**src/rtl/pacman_pkg.sv**
```systemverilog
// Shared maze constants: move directions, scan FSM states and default grid geometry.
package pacman_pkg;

    localparam logic [1:0] DIR_UP    = 2'd0;
    localparam logic [1:0] DIR_RIGHT = 2'd1;
    localparam logic [1:0] DIR_DOWN  = 2'd2;
    localparam logic [1:0] DIR_LEFT  = 2'd3;

    typedef enum logic [1:0] {
        StIdle    = 2'd0,
        StLoad    = 2'd1,
        StPresent = 2'd2
    } scan_state_e;

    localparam int unsigned GRID_W_DEF  = 21;
    localparam int unsigned GRID_H_DEF  = 21;
    localparam int unsigned COORD_W_DEF = 5;

endpackage

```
**src/rtl/entity_position_bank_if.sv**
```systemverilog
// Game-logic / renderer side of the position bank: write, move, random read and scan port.
interface entity_position_bank_if
    import pacman_pkg::*;
#(
    parameter int unsigned ID_W    = 3,
    parameter int unsigned COORD_W = COORD_W_DEF
);
    logic               soft_home;
    logic               wr_en;
    logic [ID_W-1:0]    wr_id;
    logic [COORD_W-1:0] wr_x;
    logic [COORD_W-1:0] wr_y;
    logic               wr_err;
    logic               mv_en;
    logic [ID_W-1:0]    mv_id;
    logic [1:0]         mv_dir;
    logic [ID_W-1:0]    rd_id;
    logic [COORD_W-1:0] rd_x;
    logic [COORD_W-1:0] rd_y;
    logic               scan_start;
    logic               scan_valid;
    logic               scan_ready;
    logic [ID_W-1:0]    scan_id;
    logic [COORD_W-1:0] scan_x;
    logic [COORD_W-1:0] scan_y;
    logic               scan_last;
    logic               scan_busy;

    modport master (
        output soft_home, wr_en, wr_id, wr_x, wr_y, mv_en, mv_id, mv_dir, rd_id,
               scan_start, scan_ready,
        input  wr_err, rd_x, rd_y, scan_valid, scan_id, scan_x, scan_y, scan_last, scan_busy
    );

    modport slave (
        input  soft_home, wr_en, wr_id, wr_x, wr_y, mv_en, mv_id, mv_dir, rd_id,
               scan_start, scan_ready,
        output wr_err, rd_x, rd_y, scan_valid, scan_id, scan_x, scan_y, scan_last, scan_busy
    );

endinterface

```
**src/rtl/grid_step.sv**
```systemverilog
// One-tile step of an (x, y) coordinate in a given direction, wrapping at the grid edges.
module grid_step
    import pacman_pkg::*;
#(
    parameter int unsigned COORD_W = COORD_W_DEF,
    parameter int unsigned GRID_W  = GRID_W_DEF,
    parameter int unsigned GRID_H  = GRID_H_DEF
) (
    input  logic [COORD_W-1:0] x,
    input  logic [COORD_W-1:0] y,
    input  logic [1:0]         dir,
    output logic [COORD_W-1:0] next_x,
    output logic [COORD_W-1:0] next_y
);

    localparam logic [COORD_W-1:0] MAX_X = COORD_W'(GRID_W - 1);
    localparam logic [COORD_W-1:0] MAX_Y = COORD_W'(GRID_H - 1);

    always_comb begin
        next_x = x;
        next_y = y;
        unique case (dir)
            DIR_UP:    next_y = (y == '0)    ? MAX_Y : y - COORD_W'(1);
            DIR_RIGHT: next_x = (x == MAX_X) ? '0    : x + COORD_W'(1);
            DIR_DOWN:  next_y = (y == MAX_Y) ? '0    : y + COORD_W'(1);
            DIR_LEFT:  next_x = (x == '0)    ? MAX_X : x - COORD_W'(1);
            default:   ;
        endcase
    end

endmodule

```
**src/rtl/entity_position_bank.sv**
```systemverilog
// Position store for Pacman and the ghosts: absolute writes, wrapped single-step moves,
// level-restart homing and a valid/ready scan stream for the tile renderer.
module entity_position_bank
    import pacman_pkg::*;
#(
    parameter int unsigned NUM_ENT = 5,
    parameter int unsigned ID_W    = 3,
    parameter int unsigned COORD_W = COORD_W_DEF,
    parameter int unsigned GRID_W  = GRID_W_DEF,
    parameter int unsigned GRID_H  = GRID_H_DEF,
    parameter int unsigned HOME_X  = 2,
    parameter int unsigned HOME_Y  = 2
) (
    input logic                   clock_50,
    input logic                   reset_n,
    entity_position_bank_if.slave bus
);

    localparam logic [ID_W-1:0]    LAST_ID = ID_W'(NUM_ENT - 1);
    localparam logic [COORD_W-1:0] MAX_X   = COORD_W'(GRID_W - 1);
    localparam logic [COORD_W-1:0] MAX_Y   = COORD_W'(GRID_H - 1);

    logic [COORD_W-1:0] pos_x_q [NUM_ENT];
    logic [COORD_W-1:0] pos_y_q [NUM_ENT];
    logic [COORD_W-1:0] pos_x_d [NUM_ENT];
    logic [COORD_W-1:0] pos_y_d [NUM_ENT];

    logic [COORD_W-1:0] mv_src_x, mv_src_y, step_x, step_y;
    logic [COORD_W-1:0] rd_x, rd_y, scan_src_x, scan_src_y;
    logic               wr_ok, mv_ok, wr_err_q;

    scan_state_e        state_q;
    logic [ID_W-1:0]    idx_q, scan_id_q;
    logic [COORD_W-1:0] scan_x_q, scan_y_q;
    logic               scan_valid_q, scan_last_q;

    assign wr_ok = (bus.wr_id <= LAST_ID) && (bus.wr_x <= MAX_X) && (bus.wr_y <= MAX_Y);
    // A write to the same entity shadows the move, even if the write itself is rejected.
    assign mv_ok = bus.mv_en && (bus.mv_id <= LAST_ID) && !(bus.wr_en && bus.wr_id == bus.mv_id);

    always_comb begin
        mv_src_x   = '0;
        mv_src_y   = '0;
        rd_x       = '0;
        rd_y       = '0;
        scan_src_x = '0;
        scan_src_y = '0;
        for (int i = 0; i < NUM_ENT; i++) begin
            if (bus.mv_id == ID_W'(i)) begin
                mv_src_x = pos_x_q[i];
                mv_src_y = pos_y_q[i];
            end
            if (bus.rd_id == ID_W'(i)) begin
                rd_x = pos_x_q[i];
                rd_y = pos_y_q[i];
            end
            if (idx_q == ID_W'(i)) begin
                scan_src_x = pos_x_q[i];
                scan_src_y = pos_y_q[i];
            end
        end
    end

    grid_step #(
        .COORD_W (COORD_W),
        .GRID_W  (GRID_W),
        .GRID_H  (GRID_H)
    ) u_grid_step (
        .x      (mv_src_x),
        .y      (mv_src_y),
        .dir    (bus.mv_dir),
        .next_x (step_x),
        .next_y (step_y)
    );

    always_comb begin
        for (int i = 0; i < NUM_ENT; i++) begin
            pos_x_d[i] = pos_x_q[i];
            pos_y_d[i] = pos_y_q[i];
            if (bus.soft_home) begin
                pos_x_d[i] = COORD_W'(HOME_X + i);
                pos_y_d[i] = COORD_W'(HOME_Y);
            end else begin
                if (mv_ok && bus.mv_id == ID_W'(i)) begin
                    pos_x_d[i] = step_x;
                    pos_y_d[i] = step_y;
                end
                if (bus.wr_en && wr_ok && bus.wr_id == ID_W'(i)) begin
                    pos_x_d[i] = bus.wr_x;
                    pos_y_d[i] = bus.wr_y;
                end
            end
        end
    end

    always_ff @(posedge clock_50 or posedge reset_n) begin
        if (reset_n) begin
            for (int i = 0; i < NUM_ENT; i++) begin
                pos_x_q[i] <= COORD_W'(HOME_X + i);
                pos_y_q[i] <= COORD_W'(HOME_Y);
            end
            wr_err_q <= 1'b0;
        end else begin
            for (int i = 0; i < NUM_ENT; i++) begin
                pos_x_q[i] <= pos_x_d[i];
                pos_y_q[i] <= pos_y_d[i];
            end
            wr_err_q <= bus.wr_en && !bus.soft_home && !wr_ok;
        end
    end

    // Each entry is snapshotted in LOAD, so updates during PRESENT never disturb the renderer.
    always_ff @(posedge clock_50 or posedge reset_n) begin
        if (reset_n) begin
            state_q      <= StIdle;
            idx_q        <= '0;
            scan_id_q    <= '0;
            scan_x_q     <= '0;
            scan_y_q     <= '0;
            scan_valid_q <= 1'b0;
            scan_last_q  <= 1'b0;
        end else begin
            unique case (state_q)
                StIdle: begin
                    if (bus.scan_start) begin
                        idx_q   <= '0;
                        state_q <= StLoad;
                    end
                end
                StLoad: begin
                    scan_id_q    <= idx_q;
                    scan_x_q     <= scan_src_x;
                    scan_y_q     <= scan_src_y;
                    scan_last_q  <= (idx_q == LAST_ID);
                    scan_valid_q <= 1'b1;
                    state_q      <= StPresent;
                end
                StPresent: begin
                    if (bus.scan_ready) begin
                        scan_valid_q <= 1'b0;
                        if (scan_last_q) begin
                            state_q <= StIdle;
                        end else begin
                            idx_q   <= idx_q + ID_W'(1);
                            state_q <= StLoad;
                        end
                    end
                end
                default: state_q <= StIdle;
            endcase
        end
    end

    assign bus.rd_x       = rd_x;
    assign bus.rd_y       = rd_y;
    assign bus.wr_err     = wr_err_q;
    assign bus.scan_valid = scan_valid_q;
    assign bus.scan_id    = scan_id_q;
    assign bus.scan_x     = scan_x_q;
    assign bus.scan_y     = scan_y_q;
    assign bus.scan_last  = scan_last_q;
    assign bus.scan_busy  = (state_q != StIdle);

endmodule

```
**src/flat_wrapper.sv**
```systemverilog
// flat-port wrapper written by rule: the top's interface ports become plain ports
module entity_position_bank_flat import pacman_pkg::*;
#(
    parameter int unsigned NUM_ENT = 5,
    parameter int unsigned ID_W    = 3,
    parameter int unsigned COORD_W = COORD_W_DEF,
    parameter int unsigned GRID_W  = GRID_W_DEF,
    parameter int unsigned GRID_H  = GRID_H_DEF,
    parameter int unsigned HOME_X  = 2,
    parameter int unsigned HOME_Y  = 2
)
  (clock_50, reset_n, bus_soft_home, bus_wr_en, bus_wr_id, bus_wr_x, bus_wr_y, bus_mv_en, bus_mv_id, bus_mv_dir, bus_rd_id, bus_scan_start, bus_scan_ready, bus_wr_err, bus_rd_x, bus_rd_y, bus_scan_valid, bus_scan_id, bus_scan_x, bus_scan_y, bus_scan_last, bus_scan_busy);
  entity_position_bank_if #(.ID_W(ID_W), .COORD_W(COORD_W)) bus_i ();
  input logic clock_50;
  input logic reset_n;
  input wire logic [$bits(bus_i.soft_home)-1:0] bus_soft_home;
  input wire logic [$bits(bus_i.wr_en)-1:0] bus_wr_en;
  input wire logic [$bits(bus_i.wr_id)-1:0] bus_wr_id;
  input wire logic [$bits(bus_i.wr_x)-1:0] bus_wr_x;
  input wire logic [$bits(bus_i.wr_y)-1:0] bus_wr_y;
  input wire logic [$bits(bus_i.mv_en)-1:0] bus_mv_en;
  input wire logic [$bits(bus_i.mv_id)-1:0] bus_mv_id;
  input wire logic [$bits(bus_i.mv_dir)-1:0] bus_mv_dir;
  input wire logic [$bits(bus_i.rd_id)-1:0] bus_rd_id;
  input wire logic [$bits(bus_i.scan_start)-1:0] bus_scan_start;
  input wire logic [$bits(bus_i.scan_ready)-1:0] bus_scan_ready;
  output wire logic [$bits(bus_i.wr_err)-1:0] bus_wr_err;
  output wire logic [$bits(bus_i.rd_x)-1:0] bus_rd_x;
  output wire logic [$bits(bus_i.rd_y)-1:0] bus_rd_y;
  output wire logic [$bits(bus_i.scan_valid)-1:0] bus_scan_valid;
  output wire logic [$bits(bus_i.scan_id)-1:0] bus_scan_id;
  output wire logic [$bits(bus_i.scan_x)-1:0] bus_scan_x;
  output wire logic [$bits(bus_i.scan_y)-1:0] bus_scan_y;
  output wire logic [$bits(bus_i.scan_last)-1:0] bus_scan_last;
  output wire logic [$bits(bus_i.scan_busy)-1:0] bus_scan_busy;
  assign bus_i.soft_home = bus_soft_home;
  assign bus_i.wr_en = bus_wr_en;
  assign bus_i.wr_id = bus_wr_id;
  assign bus_i.wr_x = bus_wr_x;
  assign bus_i.wr_y = bus_wr_y;
  assign bus_i.mv_en = bus_mv_en;
  assign bus_i.mv_id = bus_mv_id;
  assign bus_i.mv_dir = bus_mv_dir;
  assign bus_i.rd_id = bus_rd_id;
  assign bus_i.scan_start = bus_scan_start;
  assign bus_i.scan_ready = bus_scan_ready;
  assign bus_wr_err = bus_i.wr_err;
  assign bus_rd_x = bus_i.rd_x;
  assign bus_rd_y = bus_i.rd_y;
  assign bus_scan_valid = bus_i.scan_valid;
  assign bus_scan_id = bus_i.scan_id;
  assign bus_scan_x = bus_i.scan_x;
  assign bus_scan_y = bus_i.scan_y;
  assign bus_scan_last = bus_i.scan_last;
  assign bus_scan_busy = bus_i.scan_busy;
  entity_position_bank #(.NUM_ENT(NUM_ENT), .ID_W(ID_W), .COORD_W(COORD_W), .GRID_W(GRID_W), .GRID_H(GRID_H), .HOME_X(HOME_X), .HOME_Y(HOME_Y)) u_core (.clock_50(clock_50), .reset_n(reset_n), .bus(bus_i));
endmodule
```
**config.mk**
```make
export PLATFORM = sky130hd
export DESIGN_NAME = entity_position_bank_flat
export DESIGN_NICKNAME = d
export VERILOG_FILES = /design/src/rtl/pacman_pkg.sv /design/src/rtl/entity_position_bank_if.sv /design/src/rtl/grid_step.sv /design/src/rtl/entity_position_bank.sv /design/src/flat_wrapper.sv
export SDC_FILE = /design/constraint.sdc
export NUM_CORES = 1
export LEC_CHECK = 0
export BUFFER_PORTS_ARGS = -buffer_cell sky130_fd_sc_hd__buf_2
export CAP_MARGIN = 20
export CORE_MARGIN = 5
export CORE_UTILIZATION = 55
export CTS_CLUSTER_DIAMETER = 200
export DETAILED_ROUTE_END_ITERATION = 8
export GPL_TIMING_DRIVEN = 0
export HOLD_SLACK_MARGIN = 0.05
export PLACE_DENSITY = 0.78
export SETUP_SLACK_MARGIN = 0.2
export SYNTH_ARGS = -nofsm -noshare
export SYNTH_HDL_FRONTEND = slang
export SYNTH_SLANG_ARGS = --single-unit
```
**constraint.sdc**
```tcl
create_clock -name clock_50 -period 2.94 [get_ports clock_50]
set_input_delay 0.441 -clock clock_50 [delete_from_list [all_inputs] [get_ports clock_50]]
set_output_delay 0.441 -clock clock_50 [all_outputs]
set_load 0.01 [all_outputs]
```
# Yosys cells after proc, flatten, opt, wreduce, memory -nomap -nowiden
# Index checks and enable logic that the tools add are counted.
# W data, S select, Z words.
[word_totals]
mem_count = 0
latchBits = 0
ramBits = 0
mem_bits_ro = 0
inputBits = 28
regBits = 71
output_inout_bits = 27
wordCells = 170
[op_classes]
n_shift = 0
mul = 0
reduce_logical = 40
n_mux = 76
magnitude_cmp = 4
n_eq_ne = 27
bitwise_logic = 0
add_sub_neg = 5
div = 0
[ops]
columns = ["operator", "count"]
rows = [
  ["$mux W5", 64],
  ["$eq A3 B2 Y1 const B", 8],
  ["$pmux W5 S2", 2],
  ["$logic_and A1 B1 Y1", 18],
  ["$reduce_bool A3 Y1", 5],
  ["$eq A3 B1 Y1 const B", 4],
  ["$eq A3 B3 Y1 const B", 4],
  ["$logic_not A3 Y1", 4],
  ["$add A5 B1 Y5 const B", 2],
  ["$eq A5 B5 Y1 const B", 2],
  ["$le A5 B5 Y1 const B", 2],
  ["$logic_not A5 Y1", 2],
  ["$sub A5 B1 Y5 const B", 2],
  ["$mux W3", 3],
  ["$eq A2 B2 Y1 const B", 3],
  ["$le A3 B3 Y1 const B", 2],
  ["$ne A2 B2 Y1 const B", 3],
  ["$pmux W2 S3", 1],
  ["$pmux W3 S2", 1],
  ["$reduce_bool A2 Y1", 3],
  ["$eq A2 B1 Y1 const B", 2],
  ["$logic_not A2 Y1", 2],
  ["$mux W2", 2],
  ["$reduce_and A2 Y1", 2],
  ["6 further kinds", 9],
]

# Logic depth before layout (Yosys ltp)
[logic_depth]
depth_word = 12
ltp_mapped = 14
ltp_nobuf = 11

# Cells and area by module
# A second synthesis with hierarchy kept.
[unflattened]
hier_cells = 640
hier_area_um2 = 5490.3
[modules_own_cells]
columns = ["module", "seq_area_each_um2", "n_inst", "cells_per_inst", "area_each_um2"]
rows = [
  ["entity_position_bank", 1793.0, 1, 555, 4913.5],
  ["grid_step", 0.0, 1, 85, 576.8],
]

# Worst setup path after synthesis
# Ideal clock, no wire load.
[synth_path]
kind = "input -> register"
from = "in bus_mv_id[1]"
to = "reg u_core.pos_x_q[11] (netlist name)"
stages = 9
path_slack_ns = 0.470
arrival_time_ns = 2.327
path_buffers = 2
setup_time_ns = 0.143
required_ns = 2.797
path_cell_list = "buf_6 -> buf_2 -> mux4_1 -> a22oi_1 -> inv_1 -> ha_1 -> o2111a_1 -> a221oi_2 -> o221ai_1"
[synth_via]
elab_chain_cells = 12
word_cells_on_any_way = 28
classes_between = "add/sub (2); order compare (1); eq/ne (6); mux (11); reduce/logical (8)"
[synth_rtl]
columns = ["element", "line", "rtl"]
rows = [
  ["start: declaration", "flat_wrapper.sv:22", "input wire logic [$bits(bus_i.mv_id)-1:0] bus_mv_id;"],
  ["$logic_not A3 Y1", "entity_position_bank.sv:49", "if (bus.mv_id == ID_W'(i)) begin"],
  ["$mux W5 (5 in a row)", "entity_position_bank.sv:49", ""],
  ["$sub A5 B1 Y5, or another cell as far along", "grid_step.sv:26", "DIR_LEFT: next_x = (x == '0) ? MAX_X : x - COORD_W'(1);"],
  ["$mux W5 (on tied branches)", "grid_step.sv:26, grid_step.sv:24", ""],
  ["$pmux W5 S2", "grid_step.sv:22", "unique case (dir)"],
  ["$mux W5", "entity_position_bank.sv:84", "if (mv_ok && bus.mv_id == ID_W'(i)) begin"],
  ["$mux W5", "entity_position_bank.sv:88", "if (bus.wr_en && wr_ok && bus.wr_id == ID_W'(i)) begin"],
  ["$mux W5", "entity_position_bank.sv:80", "if (bus.soft_home) begin"],
  ["end signal: indexed assignment", "entity_position_bank.sv:99", "pos_x_q[i] <= COORD_W'(HOME_X + i);"],
  ["end signal: indexed assignment", "entity_position_bank.sv:105", "pos_x_q[i] <= pos_x_d[i];"],
  ["end: declaration", "entity_position_bank.sv:23", "logic [COORD_W-1:0] pos_x_q [NUM_ENT];"],
]
# Several ways; a longest one is shown, not always the timed one. The select of a mux whose other input is x is not followed.
# A chain may end at the register's enable or synchronous reset.

# Worst setup path after layout
[layout_path]
from = "reg u_core.pos_x_q[6] (netlist name)"
to = "reg u_core.pos_x_q[11] (netlist name)"
[layout_via]
elab_chain_cells = 8
word_cells_on_any_way = 12
classes_between = "add/sub (2); eq/ne (1); mux (8); reduce/logical (1)"
[layout_rtl]
columns = ["element", "line"]
rows = [
  ["$mux W5 (*) (2 in a row)", "entity_position_bank.sv:49"],
  ["$sub A5 B1 Y5, or another cell as far along", "grid_step.sv:26"],
  ["$mux W5 (on tied branches)", "grid_step.sv:26, grid_step.sv:24"],
  ["$pmux W5 S2 (*)", "grid_step.sv:22"],
  ["$mux W5 (*)", "entity_position_bank.sv:84"],
  ["$mux W5 (*)", "entity_position_bank.sv:88"],
  ["$mux W5 (*)", "entity_position_bank.sv:80"],
]
# Mark *: on every way between the ends. The rest lies on a longest branch, timed or not. The select of a mux whose other input is x is not followed.

==> run metrics <==
CTS Hold Bufs=0; Final Cycle Share=0.914; critical path class=reg -> reg; final WL=19100 um; first-pass GRT wire length=30300 um; RD Place Congestion=0.999; CTS H-Tree Depth=3; layout cell share with drive strength beyond 1=0.190; number of setup buffers added after CTS=0; Slew @ Worst Pin=0.883 ns; number of synthesis warnings=0; syn nets=681; num rows=36; Tot Pwr=3340 uW; CTS max path bufs=2; Root Driver=clkbuf_8; Final Max Tran Viols=0; relative slew slack=0.411; CP max FO=5; ANT cells=0; Initial Util=0.566; cell leakage power=0.00253 uW; clk slew on worst S/H paths=0.07 ns; Clock Latency Late Sink=0.37 ns; DIE HEIGHT=110 um; CP Data Arrival Time=2.91 ns; Fin. Hold Viols=0; vias in the first global route=5644; Netlist Area Pre-Place=5550 um2; most frequently used flop master after synthesis=dfrtp_1; #FFs+latches synth=71; largest net degree at the start of global routing=72; MaxCap Viol Count=0; asr flop ratio synth=1.00; vias=5830; peak supply drop=297 uV; initial drt markers=1012; vias per cell=6.92; number of synthesized flops with an enable pin=0; Finished Layout Cells=842; Hold Crit Class=in -> async; Seq/Total Area, Yosys=0.323; crit path capture type=flop; PortBufs=49; skew final=0.0101 ns; RSZ-0062 raised after global routing=false; HPWL after DPL=14300 um; die area=12200 um2; fmax=0.372 GHz; gr usage total=0.306; Chip Width=110 um; worst r2r src=u_core.pos_x_q[6]$_DFFE_PP0P_; required time of the critical path=3.16 ns; CTS tree=done; core area=9820 um2; Avg WL per Cell=22.7 um; CP startpoint kind=flop; initial antenna violation count=0; fin worst setup slack=0.253 ns; FF-to-FF setup slack=0.25 ns; post-route DRC violation count=0; dpl ws=-0.268 ns; worst r2r path cells=7; Layout Nets=741; CTS sink count=71; PD cells=538 nW/um2; cts bufs inserted=9; P&R area growth vs syn=11.8%; I/O Pins=55; reg2reg end=u_core.pos_x_q[11]$_DFFE_PP0P_; Distinct cells, synth=86; GRT Residual Overflow=0; status=finished, final reports clean; DRT Pass-1 Iters=9; Post-Syn Area per Cell=8.62 um2; most common cell after layout, fill and taps aside=nand2_1; Mapped Cells=644; commonest non-fill, non-tap cells in the layout=nand2_1, dfrtp_1, buf_2; Placed Cells=826; post-route ant nets=0; post-layout min period=2.69 ns; Final setup viols=0
[worst max-delay path by stage]
stage	depth (start not counted)	startpoint	to	slack [ns]
2_1_floorplan	9	bus_mv_id[1]	u_core.pos_x_q[11]$_DFFE_PP0P_	0.47
3_5_place_dp	8	bus_wr_y[1]	u_core.pos_y_q[8]$_DFFE_PP0P_	-0.27
3_3_place_gp	8	bus_wr_y[1]	u_core.pos_x_q[6]$_DFFE_PP0P_	-0.21
5_1_grt	13	bus_mv_id[0]	u_core.pos_y_q[14]$_DFFE_PP0P_	0.21
6_report	7	u_core.pos_x_q[6]$_DFFE_PP0P_	u_core.pos_x_q[11]$_DFFE_PP0P_	0.25
4_1_cts	7	u_core.pos_x_q[10]$_DFFE_PP0P_	u_core.pos_x_q[6]$_DFFE_PP0P_	0.25
[kinds of logic after synthesis]
| group | share of synthesized area |
|---|---|
| AND/OR/NAND/NOR | 0.193 |
| flip-flops | 0.323 |
| multiplexers | 0.0665 |
| adder cells (fa/ha/maj) | 0.0203 |
| XOR/XNOR | 0.00788 |
| buffers and inverters | 0.0559 |
| AO/OA/AOI/OAI | 0.334 |
[layout make-up]
| class | count | area [um2] |
|---|---|---|
| inverter | 24 | 92.6 |
| tap | 133 | 166 |
| buffer | 44 | 221 |
| sequential | 71 | 1790 |
| fill | 869 | 3610 |
| multi-input combinational | 505 | 3500 |
| clock buffer | 13 | 149 |
| clock inverter | 3 | 42.5 |
| timing repair buffer | 49 | 245 |
[state kept, by name, summed over array words and instances, names as in the netlist]
| name | cells |
|---|---|
| u_core.bus.scan_id | 3 |
| u_core.bus.scan_last | 1 |
| u_core.bus.scan_valid | 1 |
| u_core.bus.scan_x | 5 |
| u_core.bus.scan_y | 5 |
| u_core.bus.wr_err | 1 |
| u_core.idx_q | 3 |
| u_core.pos_x_q | 25 |
| u_core.pos_y_q | 25 |
| u_core.state_q | 2 |
[cells in the mapped netlist, drive strengths merged, types with 5 or more instances]
cell | n | area share
o221ai | 9 | 0.017
a21oi | 41 | 0.037
a32oi | 6 | 0.0095
mux2 | 5 | 0.011
o21a | 7 | 0.0097
mux2i | 23 | 0.041
nor4b | 6 | 0.016
buf | 14 | 0.019
ha | 9 | 0.020
dfrtp | 58 | 0.26
nand3 | 18 | 0.017
o21ai | 65 | 0.061
a221oi | 12 | 0.023
a22oi | 47 | 0.064
and3 | 6 | 0.0068
nor2b | 5 | 0.0056
dfstp | 13 | 0.062
nor3 | 12 | 0.011
nor2 | 45 | 0.032
inv | 23 | 0.016
o22ai | 30 | 0.034
nand3b | 10 | 0.014
nand2 | 74 | 0.050
clkbuf | 30 | 0.020
nand2b | 5 | 0.0056
[report_power, final]
group          leakage, uW  switching [uW]  internal [uW]
clock            0.0000936             390            415
sequential        0.000920             139           1130
combinational      0.00152             794            468
[layer usage]
layer,wire (um),track usage,vias to the layer above
met5,0,0,-
met4,818,0.140,0
met3,2470,0.0804,97
met2,8520,0.479,456
met1,7320,0.398,2690
li1,-,-,2587
[worst max-delay path: stages, from the launching register on]
cell and delay, ns:
dfrtp_1 0.46, mux4_1 0.61, a22oi_2 0.23, inv_1 0.13, ha_1 0.25, o2111a_1 0.30, a221oi_4 0.34, o221ai_1 0.21
[what timing repair did]
| item | CTS | global route |
|---|---|---|
| gates cloned | 0 | 0 |
| gates resized for setup | 3 | 6 |
| endpoints found under the setup margin | 16 | 17 |
| endpoints found under the hold margin | 0 | 0 |
[through the flow]
step	hold WS [ns]	TNS [ns]	instance area, um2	util
2_1_floorplan	0.480	0	5550	-
4_1_cts	0.292	0	6180	0.629
6_report	0.253	0	6210	0.632
3_5_place_dp	0.465	-2.44	5970	0.608
3_3_place_gp	0.456	-8.31	5970	0.608
5_1_grt	0.314	0	6210	0.632
No activity file was read; power rests on OpenSTA's default activity.
